`src/rtl/guess_scorer_if.sv`:
```
// Guess-submission handshake between the guess/history initiator and the scorer.
interface guess_scorer_if #(parameter int COLOR_W = 3);
  logic               guess_valid;
  logic               guess_ready;
  logic [COLOR_W-1:0] guess0;
  logic [COLOR_W-1:0] guess1;
  logic [COLOR_W-1:0] guess2;
  logic [COLOR_W-1:0] guess3;

  modport master (output guess_valid, guess0, guess1, guess2, guess3, input guess_ready);
  modport slave  (input guess_valid, guess0, guess1, guess2, guess3, output guess_ready);
endinterface

```
`src/rtl/guess_scorer.sv`:
```
// Mastermind guess scorer: one exact pass, then one colour-match step per guess peg.
// Optional macro SCORER_SORT_FEEDBACK_EN reports fb0..fb3 sorted (2s, then 1s, then 0s).
module guess_scorer #(
  parameter int COLOR_W   = 3,
  parameter int MAX_TURNS = 8,
  parameter int TURN_W    = 4
) (
  input  logic               clk,
  input  logic               reset,
  input  logic               code_load,
  input  logic [COLOR_W-1:0] code0,
  input  logic [COLOR_W-1:0] code1,
  input  logic [COLOR_W-1:0] code2,
  input  logic [COLOR_W-1:0] code3,
  guess_scorer_if.slave      gif,
  output logic               result_valid,
  output logic [2:0]         exact_cnt,
  output logic [2:0]         color_cnt,
  output logic [1:0]         fb0,
  output logic [1:0]         fb1,
  output logic [1:0]         fb2,
  output logic [1:0]         fb3,
  output logic [TURN_W-1:0]  turn,
  output logic               game_won,
  output logic               game_over
);
  localparam logic [TURN_W-1:0] MAX_T = TURN_W'(MAX_TURNS);

  typedef enum logic [1:0] {IDLE, EXACT, COLOR, DONE} state_t;

  state_t                    state, state_nx;
  logic                      code_loaded;
  logic                      accept;
  logic [3:0][COLOR_W-1:0]   code_r;
  logic [3:0][COLOR_W-1:0]   g_reg;
  logic [3:0]                code_used;
  logic [3:0]                guess_used;
  logic [3:0]                ex_vec;
  logic [1:0]                idx;
  logic [2:0]                ex_acc;
  logic [2:0]                col_acc;
  logic [3:0][1:0]           fb_work;
  logic [3:0][1:0]           fb_out;
  logic                      hit;
  logic [1:0]                hit_j;

  function automatic logic [2:0] count4(input logic [3:0] v);
    return 3'(v[0]) + 3'(v[1]) + 3'(v[2]) + 3'(v[3]);
  endfunction

  function automatic logic [TURN_W-1:0] sat_inc(input logic [TURN_W-1:0] t);
    return (t == MAX_T) ? t : t + TURN_W'(1);
  endfunction

`ifdef SCORER_SORT_FEEDBACK_EN
  function automatic logic [3:0][1:0] sort_fb(input logic [2:0] ex, input logic [2:0] col);
    logic [3:0][1:0] r;
    for (int i = 0; i < 4; i++) begin
      if (i < int'(ex))                r[i] = 2'd2;
      else if (i < int'(ex) + int'(col)) r[i] = 2'd1;
      else                             r[i] = 2'd0;
    end
    return r;
  endfunction
`endif

  assign gif.guess_ready = (state == IDLE) && code_loaded && !game_over;
  assign {fb3, fb2, fb1, fb0} = fb_out;

  always_comb begin
    for (int i = 0; i < 4; i++) ex_vec[i] = (g_reg[i] == code_r[i]);
    // Descending search so the lowest free matching code index wins.
    hit   = 1'b0;
    hit_j = 2'd0;
    for (int j = 3; j >= 0; j--) begin
      if (!code_used[j] && code_r[j] == g_reg[idx]) begin
        hit   = !guess_used[idx];
        hit_j = j[1:0];
      end
    end
  end

  always_comb begin
    state_nx = state;
    accept   = 1'b0;
    case (state)
      IDLE: if (!code_load && gif.guess_valid && gif.guess_ready) begin
        accept   = 1'b1;
        state_nx = EXACT;
      end
      EXACT: state_nx = COLOR;
      COLOR: if (idx == 2'd3) state_nx = DONE;
      DONE:  state_nx = IDLE;
      default: state_nx = IDLE;
    endcase
    if (code_load) state_nx = IDLE;
  end

  // Control and visible results
  always_ff @(posedge clk) begin
    if (!reset) begin
      state        <= IDLE;
      code_loaded  <= 1'b0;
      result_valid <= 1'b0;
      exact_cnt    <= '0;
      color_cnt    <= '0;
      fb_out       <= '0;
      turn         <= '0;
      game_won     <= 1'b0;
      game_over    <= 1'b0;
    end else begin
      state        <= state_nx;
      result_valid <= 1'b0;
      if (code_load) begin
        code_loaded <= 1'b1;
        exact_cnt   <= '0;
        color_cnt   <= '0;
        fb_out      <= '0;
        turn        <= '0;
        game_won    <= 1'b0;
        game_over   <= 1'b0;
      end else if (state == DONE) begin
        result_valid <= 1'b1;
        exact_cnt    <= ex_acc;
        color_cnt    <= col_acc;
`ifdef SCORER_SORT_FEEDBACK_EN
        fb_out       <= sort_fb(ex_acc, col_acc);
`else
        fb_out       <= fb_work;
`endif
        turn         <= sat_inc(turn);
        game_won     <= (ex_acc == 3'd4);
        game_over    <= (ex_acc == 3'd4) || (sat_inc(turn) == MAX_T);
      end
    end
  end

  // Scoring datapath
  always_ff @(posedge clk) begin
    if (code_load) code_r <= {code3, code2, code1, code0};
    if (accept) begin
      g_reg <= {gif.guess3, gif.guess2, gif.guess1, gif.guess0};
      idx   <= 2'd0;
    end
    case (state)
      EXACT: begin
        for (int i = 0; i < 4; i++) fb_work[i] <= ex_vec[i] ? 2'd2 : 2'd0;
        code_used  <= ex_vec;
        guess_used <= ex_vec;
        ex_acc     <= count4(ex_vec);
        col_acc    <= 3'd0;
      end
      COLOR: begin
        if (hit) begin
          fb_work[idx]     <= 2'd1;
          code_used[hit_j] <= 1'b1;
          col_acc          <= col_acc + 3'd1;
        end
        idx <= idx + 2'd1;
      end
      default: ;
    endcase
  end
endmodule

```
`src/flat_wrapper.sv`:
```
// flat-port wrapper written by rule: the top's interface ports become plain ports
module guess_scorer_flat 
#(
  parameter int COLOR_W   = 3,
  parameter int MAX_TURNS = 8,
  parameter int TURN_W    = 4
)
  (clk, reset, code_load, code0, code1, code2, code3, result_valid, exact_cnt, color_cnt, fb0, fb1, fb2, fb3, turn, game_won, game_over, gif_guess_valid, gif_guess0, gif_guess1, gif_guess2, gif_guess3, gif_guess_ready);
  guess_scorer_if #(.COLOR_W(COLOR_W)) gif_i ();
  input  logic clk;
  input  logic reset;
  input  logic code_load;
  input  logic [COLOR_W-1:0] code0;
  input  logic [COLOR_W-1:0] code1;
  input  logic [COLOR_W-1:0] code2;
  input  logic [COLOR_W-1:0] code3;
  output logic result_valid;
  output logic [2:0] exact_cnt;
  output logic [2:0] color_cnt;
  output logic [1:0] fb0;
  output logic [1:0] fb1;
  output logic [1:0] fb2;
  output logic [1:0] fb3;
  output logic [TURN_W-1:0] turn;
  output logic game_won;
  output logic game_over;
  input wire logic [$bits(gif_i.guess_valid)-1:0] gif_guess_valid;
  input wire logic [$bits(gif_i.guess0)-1:0] gif_guess0;
  input wire logic [$bits(gif_i.guess1)-1:0] gif_guess1;
  input wire logic [$bits(gif_i.guess2)-1:0] gif_guess2;
  input wire logic [$bits(gif_i.guess3)-1:0] gif_guess3;
  output wire logic [$bits(gif_i.guess_ready)-1:0] gif_guess_ready;
  assign gif_i.guess_valid = gif_guess_valid;
  assign gif_i.guess0 = gif_guess0;
  assign gif_i.guess1 = gif_guess1;
  assign gif_i.guess2 = gif_guess2;
  assign gif_i.guess3 = gif_guess3;
  assign gif_guess_ready = gif_i.guess_ready;
  guess_scorer #(.COLOR_W(COLOR_W), .MAX_TURNS(MAX_TURNS), .TURN_W(TURN_W)) u_core (.clk(clk), .reset(reset), .code_load(code_load), .code0(code0), .code1(code1), .code2(code2), .code3(code3), .gif(gif_i), .result_valid(result_valid), .exact_cnt(exact_cnt), .color_cnt(color_cnt), .fb0(fb0), .fb1(fb1), .fb2(fb2), .fb3(fb3), .turn(turn), .game_won(game_won), .game_over(game_over));
endmodule
```
`config.mk`:
```
export PLATFORM = sky130hd
export DESIGN_NAME = guess_scorer_flat
export DESIGN_NICKNAME = d
export VERILOG_FILES = /design/src/rtl/guess_scorer_if.sv /design/src/rtl/guess_scorer.sv /design/src/flat_wrapper.sv
export SDC_FILE = /design/constraint.sdc
export NUM_CORES = 1
export LEC_CHECK = 0
export BUFFER_PORTS_ARGS = -buffer_cell sky130_fd_sc_hd__buf_2
export CAP_MARGIN = 20
export CORE_MARGIN = 5
export CORE_UTILIZATION = 56
export DETAILED_ROUTE_END_ITERATION = 6
export PLACE_DENSITY_LB_ADDON = 0.2
export SKIP_LAST_GASP = 1
export SLEW_MARGIN = 20
export SYNTH_ARGS = -nofsm -noshare
export SYNTH_HDL_FRONTEND = slang
export SYNTH_SLANG_ARGS = --single-unit
```
`constraint.sdc`:
```
create_clock -name clk -period 3.2 [get_ports clk]
set_clock_uncertainty 0.1 [all_clocks]
set_input_delay 0.64 -clock clk [delete_from_list [all_inputs] [get_ports clk]]
set_output_delay 0.64 -clock clk [all_outputs]
set_load 0.05 [all_outputs]
```
==> results.toml, run 1 <==
[run_status]
outcome = "completed"

[worst_setup_path]
startpoint_type = "flip-flop"
cp_max_fo = 15
cp.arrival_ns = 2.73
cp-end-kind = "flip-flop"
crit_type = "reg -> reg"
crit_required_ns = 3.13

[synthesis]
synth_top_area_share_pct = 44.9
syn_inst = 249
yosys-top-cells-area = "edfxtp_1 (45%), dfxtp_1 (15%), ha_1 (5.5%), mux2i_1 (5.0%), nor2_1 (4.7%)"
ys_warn_count = 0
synth_ff_type = "edfxtp_1"
yosysUniqueCellTypes = 38
synthArstFlopShare_pct = 0
syn-num-nets = 292
synth_edf_count = 48
ys_seq_elements = 72
synth_area_leader_cell = "edfxtp_1"
syn_area_per_cell_um2 = 12.9
netlist_area_mm2 = 0.00321
seq_area_frac_synth_pct = 59.9

[cts]
clkTransAtPathRegs_ns = 0.08
clock-root-buffer = "clkbuf_8"
cts.path.max_buffers = 2
insertion_delay_ns = 0.34
holdBufCountCts = 0
clock_sinks = 72
ctsHtreeMaxLevel = 3
ctsResizeCount = 0
cts_tree = "done"
postCtsSetupBuffers = 0
cts_inserted_buffers = 9

[die]
rows = 27
die_area_mm2 = 0.00734
core_mm2 = 0.00554
start_util_pct = 57.9
die_h_um = 85.7
die_w_um = 85.7
boundaryPins = 50

[grt]
grt_use_met3_pct = 4.32
grt_pass1_vias = 2006
globalRouteMet1Util_pct = 20.3
track_usage_pct = 16.7
met2_usage_pct = 27.6
antenna_found_initial = 0
grt_pass1_wl_um = 9390
grt_max_degree = 24
grt_busiest_layer = "met2"
overflow = 0

[power]
p_leak_nw = 1.45
pwr-share-comb_pct = 5.9
pwr-share-clk_pct = 37.8
cellPowerDensity_mw_per_mm2 = 493
ir_drop_mv = 0.325
p_sw_share_pct = 21.2
power_mw = 1.84
p_int_mw = 1.45
switching_power_mw = 0.392
p_seq_share_pct = 56.3

[timing]
setup_viol = 0
rsz0062_at_grt = "false"
postLayoutSetupSlackWorst_ns = 0.399
maxSlewHeadroom_pct = 39.6
finalSetupTns_ns = 0
period_needed_ns = 2.80
hold_viol_final = 0
drv_slew = 0
whs_ns = 0.370
tightest_slew_ns = 0.905
period_share_pct = 87.5
max_freq_ghz = 0.357

[placement]
dp_hpwl_um = 4230
finalWeightedCongestion = 0.733
pre_cts_slack_ns = 0.410
placedCellCount = 368
portBuffers = 49

[min_path]
hold_class = "in -> reg"

[cells_and_area]
layout-drive-gt1-share_pct = 24.0
nNetsFinal = 350
diodes = 0
syn_to_final_growth_pct = 16.5
stdcell_count = 384

[routing]
dr.pass1.iters = 4
wirelength_um = 5650
ant_nets = 0
routed_via_density = 5.13
vias = 1971
wl_per_cell_um = 14.7
drc = 0
first_iter_violations = 80

[job]
cap_violations = 0
[stage by stage]
step / cell area (um^2) / utilization [%]
floorplan: 3210 / -
global placement: 3550 / 64.0
detailed placement: 3550 / 64.0
CTS: 3740 / 67.5
global route: 3740 / 67.5
finish: 3740 / 67.5
[cells in the final DEF, fill, tap and decap left out, types with 2 or more instances in the layout]
master    count
a211oi_1      3
a21oi_1       3
a31oi_1       2
and2_1        3
buf_2        49
buf_4         5
clkbuf_1      3
clkbuf_8     10
dfxtp_1      24
edfxtp_1     48
ha_1         14
inv_1        14
mux2i_1      16
mux4_2        3
nand2_1       4
nand2b_1      2
nand3_1       4
nand3b_1      5
nand4_1       4
nor2_1       40
nor3_1        3
o21ai_0       5
o21ai_1       3
or4_4         2
xnor2_1      11
xor2_1       16
[power by group through the flow]
stage | Clock (mW) | Sequential [mW] | Combinational [mW]
2_1_floorplan | 0 | 1.05 | 0.0728
3_3_place_gp | 0 | 1.06 | 0.107
3_5_place_dp | 0 | 1.06 | 0.110
4_1_cts | 0.713 | 1.04 | 0.110
5_1_grt | 0.754 | 1.04 | 0.123
6_report | 0.696 | 1.04 | 0.109
[worst max-delay path, stage by stage (launching register included)]
cell	delay, ns
edfxtp_1	0.58
mux4_2	0.63
xor2_1	0.17
or4_4	0.56
nand4_1	0.10
a22o_1	0.12
buf_4	0.22
[worst paths after layout]
kind,depth (start not counted),start,endpoint,slack [ns]
worst min-delay path,1,code2[1],u_core.code_r[7],0.37
worst min register to register,2,u_core.game_won,u_core.game_won,0.37
worst max register to register,6,u_core.idx[0],u_core.fb_work[6],0.40
worst max-delay path,6,u_core.idx[0],u_core.fb_work[6],0.40
[layout make-up]
type	instances	area, um^2
repair buffers	54	283
fillers	426	1800
flip-flops and latches	72	1920
clock inverters	3	42.5
clock buffers	13	149
multi-input cells	156	1200
inverters	14	52.6
well taps	72	90.1
[cell usage after synthesis (all sizes together), types with 5 or more instances]
cell,n
edfxtp,48
inv,14
nand3b,5
dfxtp,24
mux2i,16
xnor2,11
ha,14
nor2,40
o21ai,8
xor2,17
[metal layers]
| metal | vias up | wire length, um |
|---|---|---|
| met5 | - | 0 |
| met4 | 0 | 129 |
| met3 | 10 | 316 |
| met2 | 52 | 2730 |
| met1 | 912 | 2470 |
| li1 | 997 | - |
[kinds of logic after synthesis]
kind of cell,Yosys count,share of synthesized area [%]
multiplexers,20,7.92
AO/OA/AOI/OAI,22,4.52
flip-flops,72,59.9
buffers and inverters,21,2.69
AND/OR/NAND/NOR,71,11.0
adder cells (fa/ha/maj),15,6.08
XOR/XNOR,28,7.88
Note: power is estimated with default switching activity, not from simulation.
==> run 2, diff against run 1 <==
--- a/config.mk
+++ b/config.mk
@@ -7,6 +7,7 @@
 export LEC_CHECK = 0
 export BUFFER_PORTS_ARGS = -buffer_cell sky130_fd_sc_hd__buf_2
 export CAP_MARGIN = 20
+export CORE_ASPECT_RATIO = 2
 export CORE_MARGIN = 5
 export CORE_UTILIZATION = 56
 export DETAILED_ROUTE_END_ITERATION = 6
==> run 2 against run 1 <==
  * Combinational power about the same
  * Cell area increased by 2.4%
  * Wire length increased by 8.4%
  * Non-clock buffer count unchanged
  * Flip-flop and latch count unchanged
  * Largest power group unchanged
  * Die area increased by 1.2%
  * Sequential power about the same
==> results.toml, run 2 (synthesized netlist as in run 1, its figures left out) <==
[run_status]
outcome = "completed"

[cts]
cts.path.max_buffers = 2
clkTransAtPathRegs_ns = 0.05
cts_tree = "done"
insertion_delay_ns = 0.33
ctsResizeCount = 0
clock-root-buffer = "clkbuf_16"
postCtsSetupBuffers = 0
cts_inserted_buffers = 9
holdBufCountCts = 0
ctsHtreeMaxLevel = 3
clock_sinks = 72

[cells_and_area]
ff_latch_area_mm2 = 0.00192
diodes = 0
syn_to_final_growth_pct = 19.3
multi_input_area_mm2 = 0.00120
final_common_cell = "buf_2"
final_cell_mix = "buf_2 (49), edfxtp_1 (48), nor2_1 (40), dfxtp_1 (24)"
design_area_mm2 = 0.00383
nNetsFinal = 350
nFillCells = 440
layout-drive-gt1-share_pct = 23.7

[worst_setup_path]
cp_max_fo = 11
path_cells = "mux4_2 > xor2_1 > or4_4 > nand4_1 > a22o_1 > buf_12"
cp-end-kind = "flip-flop"
slowest_stage = "mux4_2"
max_stage_delay_ns = 0.64
startpoint_type = "flip-flop"
crit_type = "reg -> reg"
cp.arrival_ns = 2.87
crit_required_ns = 3.14

[grt]
grt_pass1_vias = 1956
antenna_found_initial = 0
overflow = 0
grt_max_degree = 24
grt_pass1_wl_um = 9610
track_usage_pct = 17.6

[timing]
period_share_pct = 91.6
rsz0062_at_grt = "false"
setup_viol = 0
drv_slew = 0
period_needed_ns = 2.93
maxSlewHeadroom_pct = 42.1
hold_viol_final = 0
max_freq_ghz = 0.341
tightest_slew_ns = 0.868
finalSetupTns_ns = 0

[die]
boundaryPins = 50
core_mm2 = 0.00566
die_h_um = 117
die_w_um = 63.5
die_area_mm2 = 0.00743
rows = 39
start_util_pct = 56.7

[routing]
vias = 2040
first_iter_violations = 145
routed_via_density = 5.47
wl_per_cell_um = 16.4
wirelength_um = 6120
ant_nets = 0
drc = 0
dr.pass1.iters = 4

[power]
ir_drop_mv = 0.441
cellPowerDensity_mw_per_mm2 = 542
power_mw = 2.07
p_leak_nw = 1.50

[placement]
place_area_mm2 = 0.00355
portBuffers = 49
finalWeightedCongestion = 0.849
dp_hpwl_um = 4520

[min_path]
hold_class = "reg -> reg"

[job]
cap_violations = 0
run 2: through the flow:
step,setup slack [ns],instances,util (%),hold WS (ns)
global route,0.168,373,67.6,0.377
floorplan,0.422,249,-,0.341
global placement,0.341,357,62.6,0.349
detailed placement,0.307,357,62.6,0.357
CTS,0.277,373,67.6,0.366
finish,0.270,373,67.6,0.368
run 2: worst max-delay path: cells and delay by family, from the launching register on:
kind | cells | cell delay, ns
buffers and inverters | 1 | 0.18
AND/OR/NAND/NOR | 2 | 0.66
XOR/XNOR | 1 | 0.18
flip-flops | 1 | 0.59
AO/OA/AOI/OAI | 1 | 0.29
multiplexers | 1 | 0.64
run 2: worst paths after layout:
path	slack [ns]	end	start	depth (start not counted)
max	0.27	u_core.code_used[3]	u_core.idx[0]	6
min	0.37	u_core.game_won	u_core.game_won	2
max reg2reg	0.27	u_core.code_used[3]	u_core.idx[0]	6
min reg2reg	0.37	u_core.game_won	u_core.game_won	2
run 2: power by group:
part           internal (mW)  switching [mW]  leakage (nW)
registers               1.02          0.0215         0.641
clock network          0.586           0.333         0.138
logic                 0.0534          0.0581         0.723
run 2: layout make-up:
cell class | instances | area share [%]
clock inverter | 1 | 0.0981
tap | 61 | 1.99
inverter | 14 | 1.37
sequential | 72 | 50.2
clock buffer | 15 | 7.26
timing repair buffer | 54 | 7.71
multi-input combinational | 156 | 31.4
run 2: layer usage:
metal / part of all wire [%] / track usage [%] / vias to the layer above / wire (um)
met5: 0 / 0 / - / 0
met4: 4.5 / 13.3 / 0 / 273
met3: 4.8 / 3.06 / 20 / 295
met2: 56 / 32.4 / 61 / 3440
met1: 35 / 16.9 / 968 / 2110
li1: - / - / 991 / -
==> run 3, diff against run 2 <==
--- a/config.mk
+++ b/config.mk
@@ -7,10 +7,10 @@
 export LEC_CHECK = 0
 export BUFFER_PORTS_ARGS = -buffer_cell sky130_fd_sc_hd__buf_2
 export CAP_MARGIN = 20
-export CORE_ASPECT_RATIO = 2
 export CORE_MARGIN = 5
 export CORE_UTILIZATION = 56
 export DETAILED_ROUTE_END_ITERATION = 6
+export MAX_ROUTING_LAYER = met4
 export PLACE_DENSITY_LB_ADDON = 0.2
 export SKIP_LAST_GASP = 1
 export SLEW_MARGIN = 20
==> run 3 against run 2 <==
  * Cell count increased by 2.9%
  * Register-to-register slack improved by 0.13 ns
  * Clock power decreased by 24%
  * Sequential share of layout area increased by 1.2 points
  * Hold slack improved by 0.0024 ns
  * First-iteration DRC count decreased by 43%
  * Non-clock buffer count unchanged
  * Combinational power about the same
  * Largest cell class unchanged
  * Largest power group unchanged
==> results.toml, run 3 (synthesized netlist as in run 1, its figures left out) <==
[run_status]
outcome = "completed"

[worst_setup_path]
startpoint_type = "flip-flop"
worstReg2RegStart = "u_core.idx[0]"
r2r_cells = 6
worstSetupStartpoint = "u_core.idx[0]"
critPathTopFamily = "simple AND/OR/NAND/NOR gates"
max_stage_delay_ns = 0.63
crit_required_ns = 3.13
crit_path_end = "u_core.code_used[3]"
cp-end-kind = "flip-flop"
crit_type = "reg -> reg"
slowest_stage = "mux4_2"
crit_cells = 6
cp_max_fo = 15
cp.arrival_ns = 2.72
path_cells = "mux4_2 > xor2_1 > or4_4 > nand4_1 > a22o_1 > buf_4"
r2r_slack_ns = 0.40
path_buf_inv = 1
reg2reg_to = "u_core.code_used[3]"

[cells_and_area]
final_common_cell = "buf_2"
nNetsFinal = 350
layout-drive-gt1-share_pct = 24.0
diodes = 0
utilization_pct = 67.5
final_cell_mix = "buf_2 (49), edfxtp_1 (48), nor2_1 (40), dfxtp_1 (24)"
syn_to_final_growth_pct = 16.5

[timing]
rsz0062_at_grt = "false"
tightest_slew_ns = 0.898
finalSetupTns_ns = 0
maxSlewHeadroom_pct = 40.1
max_freq_ghz = 0.358
period_share_pct = 87.4
period_needed_ns = 2.80
hold_viol_final = 0
setup_viol = 0
drv_slew = 0

[routing]
drc = 0
routed_via_density = 5.10
dr.pass1.iters = 4
wirelength_um = 5600
ant_nets = 0
wl_per_cell_um = 14.6
vias = 1959
first_iter_violations = 82

[placement]
finalWeightedCongestion = 0.742
portBuffers = 49
dp_hpwl_um = 4230

[cts]
clkTransAtPathRegs_ns = 0.08
clock-root-buffer = "clkbuf_8"
cts_tree = "done"
cts.path.max_buffers = 2
ctsResizeCount = 0
clock_sinks = 72
postCtsSetupBuffers = 0
insertion_delay_ns = 0.34
cts_inserted_buffers = 9
holdBufCountCts = 0
ctsHtreeMaxLevel = 3

[die]
core_mm2 = 0.00554
die_h_um = 85.7
boundaryPins = 50
die_area_mm2 = 0.00734
start_util_pct = 57.9
die_w_um = 85.7
rows = 27

[power]
ir_drop_mv = 0.326
cellPowerDensity_mw_per_mm2 = 493
p_leak_nw = 1.45

[grt]
grt_pass1_wl_um = 9380
overflow = 0
antenna_found_initial = 0
track_usage_pct = 17.1
grt_pass1_vias = 1993
grt_max_degree = 24

[min_path]
min_from = "code2[1]"
hold_class = "in -> reg"
min_path_cells = 1

[job]
cap_violations = 0
run 3: how the worst min path moves through the flow:
stage	slack, ns	endpoint
final	0.37	u_core.code_r[7]
after global routing	0.35	u_core.g_reg[6]
after CTS	0.36	u_core.code_r[7]
after detailed placement	0.37	u_core.game_won
after global placement	0.35	u_core.game_won
after floorplan	0.34	u_core.code_loaded
run 3: per-layer routing:
layer / GRT usage (%) / part of all wire [%] / vias to the layer above
li1: - / - / 998
met1: 20.6 / 44 / 905
met2: 27.5 / 49 / 48
met3: 3.84 / 5.4 / 8
met4: 8.06 / 2.0 / 0
met5: - / 0 / -
run 3: cell type report:
class / count / area [um^2]
Multi-Input combinational cell: 156 / 1200
Inverter: 14 / 52.6
Fill cell: 426 / 1800
Clock inverter: 3 / 42.5
Timing Repair Buffer: 54 / 283
Sequential cell: 72 / 1920
Clock buffer: 13 / 149
Tap cell: 72 / 90.1
run 3: metrics by stage:
stage / power [mW] / instance area, um^2 / instances / setup slack (ns) / hold slack (ns)
2_1_floorplan: 1.13 / 3210 / 249 / 0.422 / 0.341
3_3_place_gp: 1.17 / 3550 / 368 / 0.440 / 0.353
3_5_place_dp: 1.17 / 3550 / 368 / 0.410 / 0.366
4_1_cts: 1.86 / 3740 / 384 / 0.392 / 0.359
5_1_grt: 1.92 / 3740 / 384 / 0.255 / 0.354
6_report: 1.84 / 3740 / 384 / 0.404 / 0.370
run 3: report_power, final:
group | leakage (nW) | internal, mW | switching [mW]
combinational | 0.720 | 0.0521 | 0.0565
sequential | 0.641 | 1.02 | 0.0199
clock | 0.0936 | 0.381 | 0.315
